### config.mk
export PLATFORM = sky130hd
export DESIGN_NAME = half_band_filter_param
export DESIGN_NICKNAME = d
export VERILOG_FILES = /design/src/rtl/half_band_filter_param.sv
export SDC_FILE = /design/constraint.sdc
export NUM_CORES = 2
export LEC_CHECK = 0
export CORE_ASPECT_RATIO = 0.8
export CORE_MARGIN = 3
export CORE_UTILIZATION = 65
export DETAILED_ROUTE_END_ITERATION = 12
export GPL_TIMING_DRIVEN = 1
export MAX_ROUTING_LAYER = met4
export PLACE_DENSITY = 0.83
export SETUP_SLACK_MARGIN = 0.15
export SLEW_MARGIN = 20
export SYNTH_ARGS = -nofsm -noshare
export SYNTH_HDL_FRONTEND = slang
export SYNTH_SLANG_ARGS = --single-unit
### constraint.sdc
create_clock -name clk -period 25.9 [get_ports clk]
set_clock_uncertainty 0.15 [all_clocks]
set_input_delay 5.18 -clock clk [delete_from_list [all_inputs] [get_ports clk]]
set_output_delay 5.18 -clock clk [all_outputs]
set_load 0.01 [all_outputs]
### src/rtl/half_band_filter_param.sv
// Parametrised pipelined half-band FIR with prescale, optional decimate-by-2,
// runtime coefficients, per-product rounding and output saturation.
//
// Ports:
//   clk        : rising-edge clock
//   reset      : asynchronous active-low reset
//   in_valid   : x_in carries a new sample this cycle
//   x_in       : signed input sample (DATA_W)
//   decim_en   : 1 = emit every second accepted sample, 0 = full rate
//   coef_we    : coefficient write strobe
//   coef_addr  : coefficient index, 0 = innermost pair
//   coef_wdata : signed coefficient value (COEF_W, scaled by 2^-COEF_W)
//   out_valid  : y holds a new result this cycle
//   y          : signed saturated output (DATA_W)
module half_band_filter_param #(
    parameter int DATA_W = 18,
    parameter int COEF_W = 18,
    parameter int K      = 2,
    parameter logic [K*COEF_W-1:0] COEF_INIT = {-18'sd12940, 18'sd77324}
) (
    input  logic                                clk,
    input  logic                                reset,
    input  logic                                in_valid,
    input  logic signed [DATA_W-1:0]            x_in,
    input  logic                                decim_en,
    input  logic                                coef_we,
    input  logic [((K>1)?$clog2(K):1)-1:0]      coef_addr,
    input  logic signed [COEF_W-1:0]            coef_wdata,
    output logic                                out_valid,
    output logic signed [DATA_W-1:0]            y
);

    localparam int N     = 4*K - 1;
    localparam int C     = 2*K - 1;
    localparam int AW    = (K > 1) ? $clog2(K) : 1;
    localparam int PRE_W = DATA_W + 1;
    localparam int PW    = DATA_W + 1 + COEF_W;
    localparam int ACC_W = DATA_W + $clog2(K) + 2;

    // Half an LSB of the Q(COEF_W) product, for round-half-up.
    localparam logic signed [PW:0] RND =
        {{(PW-COEF_W+1){1'b0}}, 1'b1, {(COEF_W-1){1'b0}}};
    localparam logic signed [ACC_W-1:0] SAT_HI =
        {{(ACC_W-DATA_W+1){1'b0}}, {(DATA_W-1){1'b1}}};
    localparam logic signed [ACC_W-1:0] SAT_LO =
        {{(ACC_W-DATA_W+1){1'b1}}, {(DATA_W-1){1'b0}}};

    logic signed [DATA_W-1:0] r_x    [N];
    logic signed [COEF_W-1:0] r_coef [K];
    logic signed [PW-1:0]     r_p    [K];
    logic signed [DATA_W-1:0] r_c;
    logic                     r_phase;
    logic                     r_va;
    logic                     r_vb;
    logic                     r_ov;
    logic signed [DATA_W-1:0] r_y;

    logic signed [PRE_W-1:0]  w_pre  [K];
    logic signed [PW:0]       w_rnd;
    logic signed [ACC_W-1:0]  w_acc;
    logic signed [DATA_W-1:0] w_sat;
    logic                     w_emit;

    // Phase is sampled before it toggles, so the first accepted sample
    // after reset or after decim_en rises is dropped.
    assign w_emit = decim_en ? r_phase : 1'b1;

    // Stage A: prescaled delay line, advances only on accepted samples.
    always_ff @(posedge clk or negedge reset) begin
        if (!reset) begin
            for (int i = 0; i < N; i++) r_x[i] <= '0;
            r_va    <= 1'b0;
            r_phase <= 1'b0;
        end else begin
            r_va <= in_valid & w_emit;
            if (!decim_en)     r_phase <= 1'b0;
            else if (in_valid) r_phase <= ~r_phase;
            if (in_valid) begin
                r_x[0] <= x_in >>> 1;
                for (int i = 1; i < N; i++) r_x[i] <= r_x[i-1];
            end
        end
    end

    // Out-of-range addresses match no index and are dropped.
    always_ff @(posedge clk or negedge reset) begin
        if (!reset) begin
            for (int j = 0; j < K; j++)
                r_coef[j] <= COEF_INIT[j*COEF_W +: COEF_W];
        end else begin
            for (int j = 0; j < K; j++)
                if (coef_we && coef_addr == AW'(j))
                    r_coef[j] <= coef_wdata;
        end
    end

    always_comb begin
        for (int j = 0; j < K; j++)
            w_pre[j] = PRE_W'(r_x[C-(2*j+1)]) + PRE_W'(r_x[C+(2*j+1)]);
    end

    // Stage B: symmetric pre-add, multiply, centre tap at fixed 0.5.
    always_ff @(posedge clk or negedge reset) begin
        if (!reset) begin
            for (int j = 0; j < K; j++) r_p[j] <= '0;
            r_c  <= '0;
            r_vb <= 1'b0;
        end else begin
            for (int j = 0; j < K; j++)
                r_p[j] <= PW'(w_pre[j]) * PW'(r_coef[j]);
            r_c  <= r_x[C] >>> 1;
            r_vb <= r_va;
        end
    end

    always_comb begin
        w_acc = ACC_W'(r_c);
        w_rnd = '0;
        for (int j = 0; j < K; j++) begin
            w_rnd = ((PW+1)'(r_p[j]) + RND) >>> COEF_W;
            w_acc = w_acc + ACC_W'(w_rnd);
        end
    end

    always_comb begin
        w_sat = w_acc[DATA_W-1:0];
        if (w_acc > SAT_HI)      w_sat = SAT_HI[DATA_W-1:0];
        else if (w_acc < SAT_LO) w_sat = SAT_LO[DATA_W-1:0];
    end

    // Stage C: y holds its last value when no result is due.
    always_ff @(posedge clk or negedge reset) begin
        if (!reset) begin
            r_y  <= '0;
            r_ov <= 1'b0;
        end else begin
            r_ov <= r_vb;
            if (r_vb) r_y <= w_sat;
        end
    end

    assign y         = r_y;
    assign out_valid = r_ov;

endmodule

# Word-level counts from Yosys, hierarchy flattened
# Index checks and enable logic that the tools add are counted.
totals:
  reg_bits: 267
op_classes:
  n_addsub: 6
  multipliers: 2
  n_lt_le_gt_ge: 2
  eq_ne: 1
  mux: 5
  bitwise: 3
  reduce_logical: 2
op_table:
  columns: ["op", "n"]
  rows:
  - ["$add A37 B19 Y38 const B", 2]
  - ["$mul A19 B18 Y37", 2]
  - ["$add A17 B17 Y18", 2]
  - ["$mux W18", 2]
  - ["$add A16 B20 Y21", 1]
  - ["$add A21 B20 Y21", 1]
  - ["$gt A21 B18 Y1 const B", 1]
  - ["$lt A21 B18 Y1 const B", 1]
  - ["$mux W1", 3]
  - ["$logic_and A1 B1 Y1", 2]
  - ["$ne A2 B2 Y1 const B", 1]
  - ["$not A1 Y1", 2]
  - ["$and A1 B1 Y1", 1]

# Depth between registers and ports, before layout
logic_depth:
  word_depth: 6
  depth_mapped: 35

# Worst setup path before layout
# No wires, ideal clock.
synth_path:
  kind: "register -> register"
  startpoint: "register r_x[36] (netlist name)"
  endpoint: "register r_p[72] (netlist name)"
  t_arrival_ns: 8.033
  required_time_ns: 25.670
  setup_slack_ns: 17.637
  stages_incl_launch_ff: 34
  n_path_buf: 2
  period_less_slack_ns: 8.263
  cell_sequence: "dfrtp_1 ha_1 fa_1 a21o_1 a21oi_1 o21bai_1 a211oi_1 o31ai_1 o2111ai_1 a31oi_1 or3_1 clkbuf_1 clkbuf_1 and3_1 fa_1 fa_1 inv_1 fa_1 fa_1 inv_1 fa_1 inv_1 fa_1 inv_1 ha_1 a21o_1 a21oi_1 a2bb2oi_1 o21ai_0 o2bb2ai_1 o211ai_1 a31oi_1 a21oi_1 xnor2_1"
synth_via:
  elab_chain_len: 2
synth_rtl:
  columns: ["element", "line_no", "rtl"]
  rows:
  - ["from (decl)", "48", "logic signed [DATA_W-1:0] r_x [N];"]
  - ["$add A17 B17 Y18", "99", "w_pre[j] = PRE_W'(r_x[C-(2*j+1)]) + PRE_W'(r_x[C+(2*j+1)]);"]
  - ["$mul A19 B18 Y37", "110", "r_p[j] <= PW'(w_pre[j]) * PW'(r_coef[j]);"]
  - ["to (signal, indexed assignment)", "110", null]
  - ["to (decl)", "50", "logic signed [PW-1:0] r_p [K];"]
# Every way passes these cells.
# A chain may end at the register's enable or synchronous reset.

# Worst setup path in the final report
layout_path:
  startpoint: "register r_x[0] (netlist name)"
  endpoint: "register r_p[35] (netlist name)"
# Same word-level chain as after synthesis.

==> flow_metrics.py <==
metrics = {
    "sta": {
        "final_hold_viol_count": 0,
        "rsz0062_at_grt": "no",
        "worst_pin_slew_ns": 1.20,
        "slew-limit-headroom_pct": 20.3,
        "setup_violations": 0,
        "setup_ws_ns": 15.87,
        "tns_ns": 0,
        "drv_slew": 0,
        "fmax_mhz": 99.7,
        "fin_crit_sh_pct": 38.7,
        "fin_crit_ns": 10.03,
    },
    "clock_tree": {
        "htreeDepth": 1,
        "clockBufferDepth": 3,
        "clockRootBuffer": "clkbuf_16",
        "cts_inserted_buffers": 22,
        "cts_resized": 0,
        "post_cts_buffers": 0,
        "cts_tree": "done",
        "clk_pin_slew_ns": 0.07,
        "cts_hold_buf": 0,
        "clk_latency_ns": 0.55,
        "cts.sinks": 233,
    },
    "job": {
        "drv_cap": 0,
    },
    "die": {
        "die_y_um": 215,
        "rows": 75,
        "die-area_um2": 57500,
        "start_util_pct": 66.8,
        "coreArea_um2": 53200,
        "die_w_um": 267,
        "ios": 61,
    },
    "logic_synthesis": {
        "synth_area_um2": 35500,
        "synthXorXnorAreaFrac_pct": 3.65,
        "yosysWarnings": 0,
        "synth-simple-area-share_pct": 13.8,
        "synth_top_family_by_area": "adder cells",
        "synth_compound_area_share_pct": 5.25,
        "synth_fp_nets": 4544,
        "synth-edff-count": 0,
        "synthArstFlopShare_pct": 100,
        "synth.distinct_cells": 78,
        "post_synth.cell_area_avg_um2": 9.89,
        "synthCells": 3594,
        "ys.flop_type": "dfrtp_1",
        "seq_area_frac_synth_pct": 16.5,
        "synth-seq-cells": 233,
        "synthAdderAreaFrac_pct": 46.3,
        "synthMuxAreaShare_pct": 5.00,
    },
    "worst_setup_path": {
        "crit_path_end_kind": "register",
        "crit_arrival_ns": 10.31,
        "critPathLaunchType": "register",
        "path_max_fanout": 20,
        "critPathMostFrequentCell": "fa_1",
        "path_class": "reg2reg",
        "critPathRequiredTime_ns": 26.18,
        "cpPeakStageDelay_ns": 0.64,
        "crit_slowest_cell": "a31oi_1",
    },
    "global_route": {
        "grt_max_degree": 89,
        "grt_pass1_wl_mm": 140,
        "first_global_vias": 27081,
        "grt-ovfl-total": 0,
        "grt_usage_pct": 31.9,
        "antenna_found_initial": 0,
    },
    "route": {
        "wl_per_cell_um": 19.9,
        "drtIter0Drc": 2142,
        "dr.pass1.iters": 8,
        "wl_mm": 85.2,
        "ant_nets": 0,
        "routed_via_density": 5.89,
        "vias": 25194,
        "drcViolationCount": 0,
    },
    "placed_design": {
        "gp_congestion": 0.931,
        "io_buffer_count": 59,
        "place_inst": 4239,
        "hpwl_mm": 64.8,
        "post-place-ws_ns": 16.18,
    },
    "finish": {
        "fillers": 3778,
        "nets": 4520,
        "final_common_cell": "inv_1",
        "mostFrequentLayoutCells": "inv_1 (744), fa_1 (673), nand2_1 (382)",
        "area_growth_syn_to_layout_pct": 5.52,
        "drive_above_1_share_pct": 7.86,
        "num_antenna_cells": 0,
        "finish.utilization_pct": 70.5,
        "finalNonFillerCells": 4279,
    },
    "outcome": {
        "status": "finished clean",
    },
    "hold_path": {
        "hold_path.class": "reg2reg",
    },
}
-- layout make-up --
| cell class | count | area [µm²] | share of cell area (%) |
|---|---|---|---|
| multi-input cells | 2465 | 26300 | 70.3 |
| clock inverters | 10 | 111 | 0.297 |
| flip-flops and latches | 233 | 5850 | 15.6 |
| well taps | 693 | 867 | 2.31 |
| clock buffers | 30 | 601 | 1.60 |
| repair buffers | 102 | 920 | 2.45 |
| inverters | 746 | 2800 | 7.47 |
-- cell families (layout without fill, tap and decap cells) --
kind of cell | after synthesis | after routing
DFF | 233 | 233
adders and majority gates | 911 | 911
buffers and inverters | 896 | 888
and+or+nand+nor | 987 | 987
xor gates and xnor gates | 148 | 148
muxes | 158 | 158
AOI/OAI and AO/OA | 261 | 261
-- path summary, 6_finish.rpt --
check / startpoint / end / slack, ns / cells after the start
worst max-delay path: r_x[0] / r_p[35] / 15.87 / 28
worst min-delay path: r_va / r_vb / 0.20 / 0
worst max register to register: r_x[0] / r_p[35] / 15.87 / 28
worst min register to register: r_va / r_vb / 0.20 / 0
max in group asynchronous: reset / r_x[90] / 19.87 / 2
min in group asynchronous: reset / r_p[73] / 4.47 / 1
-- sequential cells by signal (all words and copies together), names as in the netlist --
| signal | count |
|---|---|
| r_x | 119 |
| r_phase | 1 |
| out_valid | 1 |
| r_coef | 36 |
| r_c | 16 |
| r_va | 1 |
| r_vb | 1 |
| r_p | 40 |
| y | 18 |
-- critical path, delay by kind of cell, from the launching register on --
| kind | cells | cell delay, ns |
|---|---|---|
| compound gates | 11 | 3.96 |
| xor+xnor | 1 | 0.12 |
| simple gates | 5 | 1.03 |
| buf+inv | 2 | 0.28 |
| flops | 1 | 0.39 |
| fa+ha+maj | 9 | 4.01 |
-- stage by stage --
| step | hold WS (ns) | instance area (µm²) |
|---|---|---|
| after global routing | 0.209 | 37500 |
| after global placement | 0.185 | 36800 |
| after detailed placement | 0.193 | 36800 |
| final | 0.202 | 37500 |
| after floorplan | 0.181 | 35500 |
| after CTS | 0.205 | 37500 |
-- synth_stat cells (all sizes together) (21+ instances only) --
cell      n  area share (%)
inv     744             7.9
fa      673              38
nand2   382             4.0
and2    302             5.3
ha      235             8.3
dfrtp   215              15
mux2    156             4.9
clkbuf  136             1.4
xnor2   104             2.6
nor2     96             1.0
a21oi    55            0.77
nand3    53            0.75
xor2     44             1.1
o21ai    39            0.56
and3     37            0.65
nor3     27            0.38
nor2b    21            0.37
-- layer usage --
metal / share of wire (%) / vias to the layer above / track usage, %
met4: 3.8 / 0 / 9.65
met1: 41 / 12792 / 44.3
met2: 45 / 1201 / 47.8
li1: - / 10972 / -
met3: 9.5 / 229 / 6.78
met5: 0 / - / -
Power is not shown: default switching activity piles up to over one toggle a cycle in this logic, so the estimate is an artifact.
